--- src/rtl/cvp14_pkg.sv ---
// Shared definitions for the CVP14 memory-port arbiter: default widths,
// controller state encodings and requester index constants.
package cvp14_pkg;

  // Default datapath geometry of the system memory port
  localparam int DEF_ADDR_W = 16;
  localparam int DEF_DATA_W = 16;
  localparam int DEF_LEN_W  = 4;
  localparam int DEF_RD_LAT = 1;

  // Burst controller states
  localparam logic [1:0] ST_IDLE  = 2'd0;
  localparam logic [1:0] ST_XFER  = 2'd1;
  localparam logic [1:0] ST_DRAIN = 2'd2;
  localparam logic [1:0] ST_FIN   = 2'd3;

  // Requester slots: bit positions in Req/Gnt/WAck/RValid/Done
  localparam int REQ_CORE = 0;
  localparam int REQ_DMA  = 1;

endpackage

--- src/rtl/rr_arb2.sv ---
// Two-input round-robin selector. The priority pointer names the requester
// that wins a tie; it flips each time the owner strobes advance.
module rr_arb2 (
  input  logic       clk,
  input  logic       rst,
  input  logic [1:0] req,
  input  logic       advance,
  output logic [1:0] win
);

  logic ptr;

  // Priority pointer: starts at requester 0 and flips once per completed burst
  always_ff @(posedge clk or posedge rst) begin
    if (rst) begin
      ptr <= 1'b0;
    end else if (advance) begin
      ptr <= ~ptr;
    end
  end

  // One-hot winner: a lone request always wins, a tie goes to the pointer
  always_comb begin
    win = 2'b00;
    case (req)
      2'b01:   win = 2'b01;
      2'b10:   win = 2'b10;
      2'b11:   win = ptr ? 2'b10 : 2'b01;
      default: win = 2'b00;
    endcase
  end

endmodule

--- src/rtl/mem_port_arbiter.sv ---
// Shares the single system-memory port between the CVP14 core load/store
// path (requester 0) and the DMA/host loader (requester 1). Bursts are
// granted round-robin and always run to completion, so a vector burst is
// never split. Memory strobes, address and write data are decoded from the
// registered burst state; read data returns through a short latency pipe.
module mem_port_arbiter
  import cvp14_pkg::*;
#(
  parameter int ADDR_W = DEF_ADDR_W,
  parameter int DATA_W = DEF_DATA_W,
  parameter int LEN_W  = DEF_LEN_W,
  parameter int RD_LAT = DEF_RD_LAT
) (
  input  logic              Clk1,
  input  logic              Reset,
  input  logic [1:0]        Req,
  input  logic [1:0]        ReqWr,
  input  logic [ADDR_W-1:0] ReqAddr0,
  input  logic [ADDR_W-1:0] ReqAddr1,
  input  logic [LEN_W-1:0]  ReqLen0,
  input  logic [LEN_W-1:0]  ReqLen1,
  input  logic [DATA_W-1:0] WData0,
  input  logic [DATA_W-1:0] WData1,
  output logic [1:0]        Gnt,
  output logic [1:0]        WAck,
  output logic [1:0]        RValid,
  output logic [DATA_W-1:0] RData,
  output logic [1:0]        Done,
  output logic [ADDR_W-1:0] Addr,
  output logic              RD,
  output logic              WR,
  output logic [DATA_W-1:0] DataOut,
  input  logic [DATA_W-1:0] DataIn
);

  localparam logic [LEN_W-1:0]  LEN_ONE    = {{(LEN_W-1){1'b0}}, 1'b1};
  localparam logic [ADDR_W-1:0] ADDR_ONE   = {{(ADDR_W-1){1'b0}}, 1'b1};
  localparam logic [1:0]        DRAIN_LAST = 2'(RD_LAT - 1);

  logic [1:0]        state;
  logic [1:0]        win;
  logic              advance;
  logic [ADDR_W-1:0] addr_cnt;
  logic [LEN_W-1:0]  word_cnt;
  logic [LEN_W-1:0]  last_idx;
  logic              wr_burst;
  logic [1:0]        drain_cnt;
  logic              in_xfer;
  logic              dma_owns;
  logic [RD_LAT-1:0] rd_pipe;
  logic [RD_LAT:0]   rd_taps;

  // The pointer moves on the FIN cycle, i.e. only for bursts that finish
  assign advance = (state == ST_FIN);

  rr_arb2 u_arb (
    .clk     (Clk1),
    .rst     (Reset),
    .req     (Req),
    .advance (advance),
    .win     (win)
  );

  // Burst sequencer: latches the winner's request in IDLE, walks the words,
  // waits out the read latency, then pulses Done and releases the grant.
  // A zero length field wraps to all-ones as the last index, giving 16 words.
  always_ff @(posedge Clk1 or posedge Reset) begin
    if (Reset) begin
      state     <= ST_IDLE;
      Gnt       <= 2'b00;
      Done      <= 2'b00;
      addr_cnt  <= '0;
      word_cnt  <= '0;
      last_idx  <= '0;
      wr_burst  <= 1'b0;
      drain_cnt <= 2'd0;
    end else begin
      Done <= 2'b00;
      case (state)
        ST_IDLE: begin
          if (win != 2'b00) begin
            Gnt      <= win;
            addr_cnt <= win[REQ_DMA] ? ReqAddr1 : ReqAddr0;
            last_idx <= (win[REQ_DMA] ? ReqLen1 : ReqLen0) - LEN_ONE;
            wr_burst <= win[REQ_DMA] ? ReqWr[REQ_DMA] : ReqWr[REQ_CORE];
            word_cnt <= '0;
            state    <= ST_XFER;
          end
        end
        ST_XFER: begin
          addr_cnt <= addr_cnt + ADDR_ONE;
          word_cnt <= word_cnt + LEN_ONE;
          if (word_cnt == last_idx) begin
            drain_cnt <= 2'd0;
            state     <= wr_burst ? ST_FIN : ST_DRAIN;
          end
        end
        ST_DRAIN: begin
          if (drain_cnt == DRAIN_LAST) begin
            state <= ST_FIN;
          end else begin
            drain_cnt <= drain_cnt + 2'd1;
          end
        end
        ST_FIN: begin
          Done  <= Gnt;
          Gnt   <= 2'b00;
          state <= ST_IDLE;
        end
        default: begin
          state <= ST_IDLE;
        end
      endcase
    end
  end

  // Memory-side decode: the port is only driven while words are issued, so
  // a reset drops the strobes immediately without waiting for a clock edge
  assign in_xfer  = (state == ST_XFER);
  assign dma_owns = Gnt[REQ_DMA];
  assign Addr     = in_xfer ? addr_cnt : '0;
  assign WR       = in_xfer & wr_burst;
  assign RD       = in_xfer & ~wr_burst;
  assign DataOut  = WR ? (dma_owns ? WData1 : WData0) : '0;
  assign WAck     = WR ? Gnt : 2'b00;

  // Tap 0 is the live RD strobe, tap i is RD delayed by i cycles. DataIn is
  // captured at the end of the cycle in which tap RD_LAT-1 is set, so RValid
  // (tap RD_LAT) lands exactly RD_LAT cycles after the matching RD cycle.
  assign rd_taps = {rd_pipe, RD};
  assign RValid  = rd_taps[RD_LAT] ? Gnt : 2'b00;

  // Read-latency shift register and the returned-data holding register
  always_ff @(posedge Clk1 or posedge Reset) begin
    if (Reset) begin
      rd_pipe <= '0;
      RData   <= '0;
    end else begin
      rd_pipe <= rd_taps[RD_LAT-1:0];
      if (rd_taps[RD_LAT-1]) begin
        RData <= DataIn;
      end
    end
  end

  // Structural invariants of the port
  a_gnt_onehot: assert property (@(posedge Clk1) disable iff (Reset) Gnt != 2'b11);
  a_rd_wr_excl: assert property (@(posedge Clk1) disable iff (Reset) !(RD && WR));

endmodule

--- config.mk ---
export PLATFORM = sky130hd
export DESIGN_NAME = mem_port_arbiter
export DESIGN_NICKNAME = d
export VERILOG_FILES = /design/src/rtl/cvp14_pkg.sv /design/src/rtl/rr_arb2.sv /design/src/rtl/mem_port_arbiter.sv
export SDC_FILE = /design/constraint.sdc
export NUM_CORES = 1
export LEC_CHECK = 0
export ABC_AREA = 0
export BUFFER_PORTS_ARGS = -buffer_cell sky130_fd_sc_hd__clkbuf_2
export CORE_MARGIN = 4
export CORE_UTILIZATION = 45
export CTS_CLUSTER_SIZE = 20
export DETAILED_ROUTE_END_ITERATION = 6
export PLACE_DENSITY = 0.83
export SLEW_MARGIN = 30
export SYNTH_ARGS = -nofsm -noshare
export SYNTH_HDL_FRONTEND = slang
export SYNTH_SLANG_ARGS = --single-unit
--- constraint.sdc ---
create_clock -name Clk1 -period 2.6 [get_ports Clk1]
set_clock_uncertainty 0.15 [all_clocks]
set_input_delay 0.26 -clock Clk1 [delete_from_list [all_inputs] [get_ports Clk1]]
set_output_delay 0.26 -clock Clk1 [all_outputs]
set_load 0.05 [all_outputs]
==> reports/qor.yml <==
final_nets: 588
fin_crit_ns: 2.40
dieArea_um2: 8570
drt_iter0_markers: 173
ys.flop_type: "dfrtp_1"
crit_arrival_ns: 1.99
io_buffers: 151
drv_cap: 0
hold_viol_final: 0
synth_cell_types: 45
peakVddDrop_mv: 0.802
cts_made_buffers: 5
place_inst: 573
io_pins: 152
drtAntennaViolNets: 0
cp.required_ns: 2.19
synthTopCellsByArea: "dfrtp_1 (40%), mux2_2 (12%), mux2i_1 (7.5%)"
async_flop_share: 1.00
coreArea_um2: 6870
syn_nets: 438
clkSlewWorstSetupHoldPaths_ns: 0.09
setup_tns_ns: 0
wl_per_cell_um: 15.4
wl_um: 8930
worstRegToRegCells: 7
crit_path_end_kind: "output pin"
area_delta_synth_final_pct: 33.8
htreeDepth: 2
detail_route.vias_per_cell: 5.24
final_common_cell: "clkbuf_2"
grt.overflow.total: 0
vias: 3052
n_antenna_cell: 0
relSlewSlack: 0.493
dr.pass1.iters: 4
synth.top_cell.area_share: 0.396
cts_tree: "yes"
critPathKind: "register to output pin"
ys_ff_latch: 51
worst_hold_slack_ns: 0.0283
cts_root_buffer: "clkbuf_8"
powerDensity_nw_per_um2: 1280
synth_seq_area_share: 0.396
synthCells: 335
min_path_type: "primary input to register"
clock-sinks: 51
fmax_mhz: 417
dieWidth_um: 92.6
holdPathStages: 2
die_y_um: 92.6
grt_pass1_wl_um: 14400
final_cells: 582
synth_warnings: 0
cp-start-kind: "register"
start_util: 0.469
post_cts_buffers: 0
layout-drive-gt1-share: 0.436
ctsLongestPathBuffers: 2
insertion_delay_ns: 0.31
outcome: "completed"
cp_max_fo: 54
place_hpwl_um: 7070
fin_crit_sh: 0.923
setup_viol_count_final: 0
synth_edf_count: 0
gr-usage-all-layers: 0.204
fp-row-count: 30
drv_slew: 0
antenna_found_initial: 0
yosys.area.top_type: "dfrtp_1"
rsz0062_at_grt: "no"
final_cell_mix: "clkbuf_2 (145), dfrtp_1 (51), mux2_2 (33)"
nFillCells: 562
gp_congestion: 0.852
syn_avg_cell_area_um2: 9.61
leakagePower_nw: 2.12
grt_pass1_vias: 3010
worstMarginPinSlew_ns: 0.757
synth_area_um2: 3220
drc: 0
grt_max_degree: 55
-- where the power goes --
group	switching, W	internal, W	leakage [nW]	total (W)
Clock	0.000269	0.000385	0.0654	0.000654
Sequential	0.000353	0.00117	0.610	0.00152
Combinational	0.00220	0.00115	1.44	0.00335
Total	0.00282	0.00270	2.12	0.00553
-- worst paths after layout --
path / start / end / slack [ns]
setup / recovery: state[1] / Addr[8] / 0.20
hold / removal: DataIn[9] / RData[9] / 0.03
setup reg to reg: state[0] / addr_cnt[3] / 0.22
hold reg to reg: u_arb.ptr / u_arb.ptr / 0.35
max in group asynchronous: Reset / state[0] / 1.27
min in group asynchronous: Reset / RData[12] / 0.42
-- state kept, by name, summed over array words and instances, names as in the netlist --
name and count:
rd_pipe 1, Done 2, u_arb.ptr 1, word_cnt 4, drain_cnt 2, addr_cnt 16
Gnt 2, wr_burst 1, last_idx 4, state 2, RData 16
-- per-stage QoR --
| step | setup slack [ns] | power, W | instance area, um^2 | util |
|---|---|---|---|---|
| 2_1_floorplan | 0.0838 | 0.00404 | 3220 | - |
| 3_3_place_gp | 0.395 | 0.00474 | 4160 | 0.606 |
| 3_5_place_dp | 0.257 | 0.00488 | 4160 | 0.606 |
| 4_1_cts | 0.0646 | 0.00553 | 4310 | 0.627 |
| 5_1_grt | 0.0650 | 0.00586 | 4310 | 0.627 |
| 6_report | 0.201 | 0.00553 | 4310 | 0.627 |
-- worst max-delay path: stages, from the launching register on --
cell      delay, ns
dfrtp_1        0.44
inv_1          0.13
ha_2           0.34
buf_12         0.26
and2_1         0.21
clkbuf_2       0.30
-- layer usage --
metal	vias up	GRT usage	part of all wire
met5	-	0	0
li1	1492	-	-
met1	1456	0.256	0.40
met2	90	0.352	0.53
met3	14	0.0455	0.059
met4	0	0.0606	0.015
-- cells by family (layout without fill, tap and decap cells) --
family	Yosys count	after routing	synth area share
AOI/OAI and AO/OA	70	70	0.133
xor gates and xnor gates	9	9	0.0245
adders and majority gates	9	9	0.0350
buffers and inverters	30	181	0.0466
and+or+nand+nor	109	109	0.175
muxes	57	57	0.190
DFF	51	51	0.396
-- Yosys cell counts (2+ instances only) --
cell type  number
dfrtp_1        51
mux2_2         33
nor2_1         31
nand2_1        25
mux2i_1        24
a21oi_1        23
o21ai_0        19
and2_1         15
inv_1          12
nand3_1        12
ha_1            9
clkbuf_1        8
o22ai_1         8
buf_2           5
xnor2_1         5
a2bb2oi_1       4
nand4_1         4
nor3_1          4
o31ai_1         4
xor2_1          4
buf_4           3
nand2b_1        3
nor2b_1         3
a221o_1         2
a22o_1          2
and3_1          2
clkbuf_8        2
-- area by class of cell --
cell class	count	area, um^2	area share
tap	96	120	0.0279
inverter	12	45.0	0.0105
sequential	51	1280	0.296
clock inverter	2	60.1	0.0139
multi-input combinational	254	1800	0.417
clock buffer	6	72.6	0.0168
timing repair buffer	161	936	0.217
-- timing repair --
action,in CTS,in global routing
hold buffers,1,0
endpoints found under the hold margin,29,0
endpoints found under the setup margin,0,16
gates resized for setup,0,1
(Power assumes the default switching activity.)
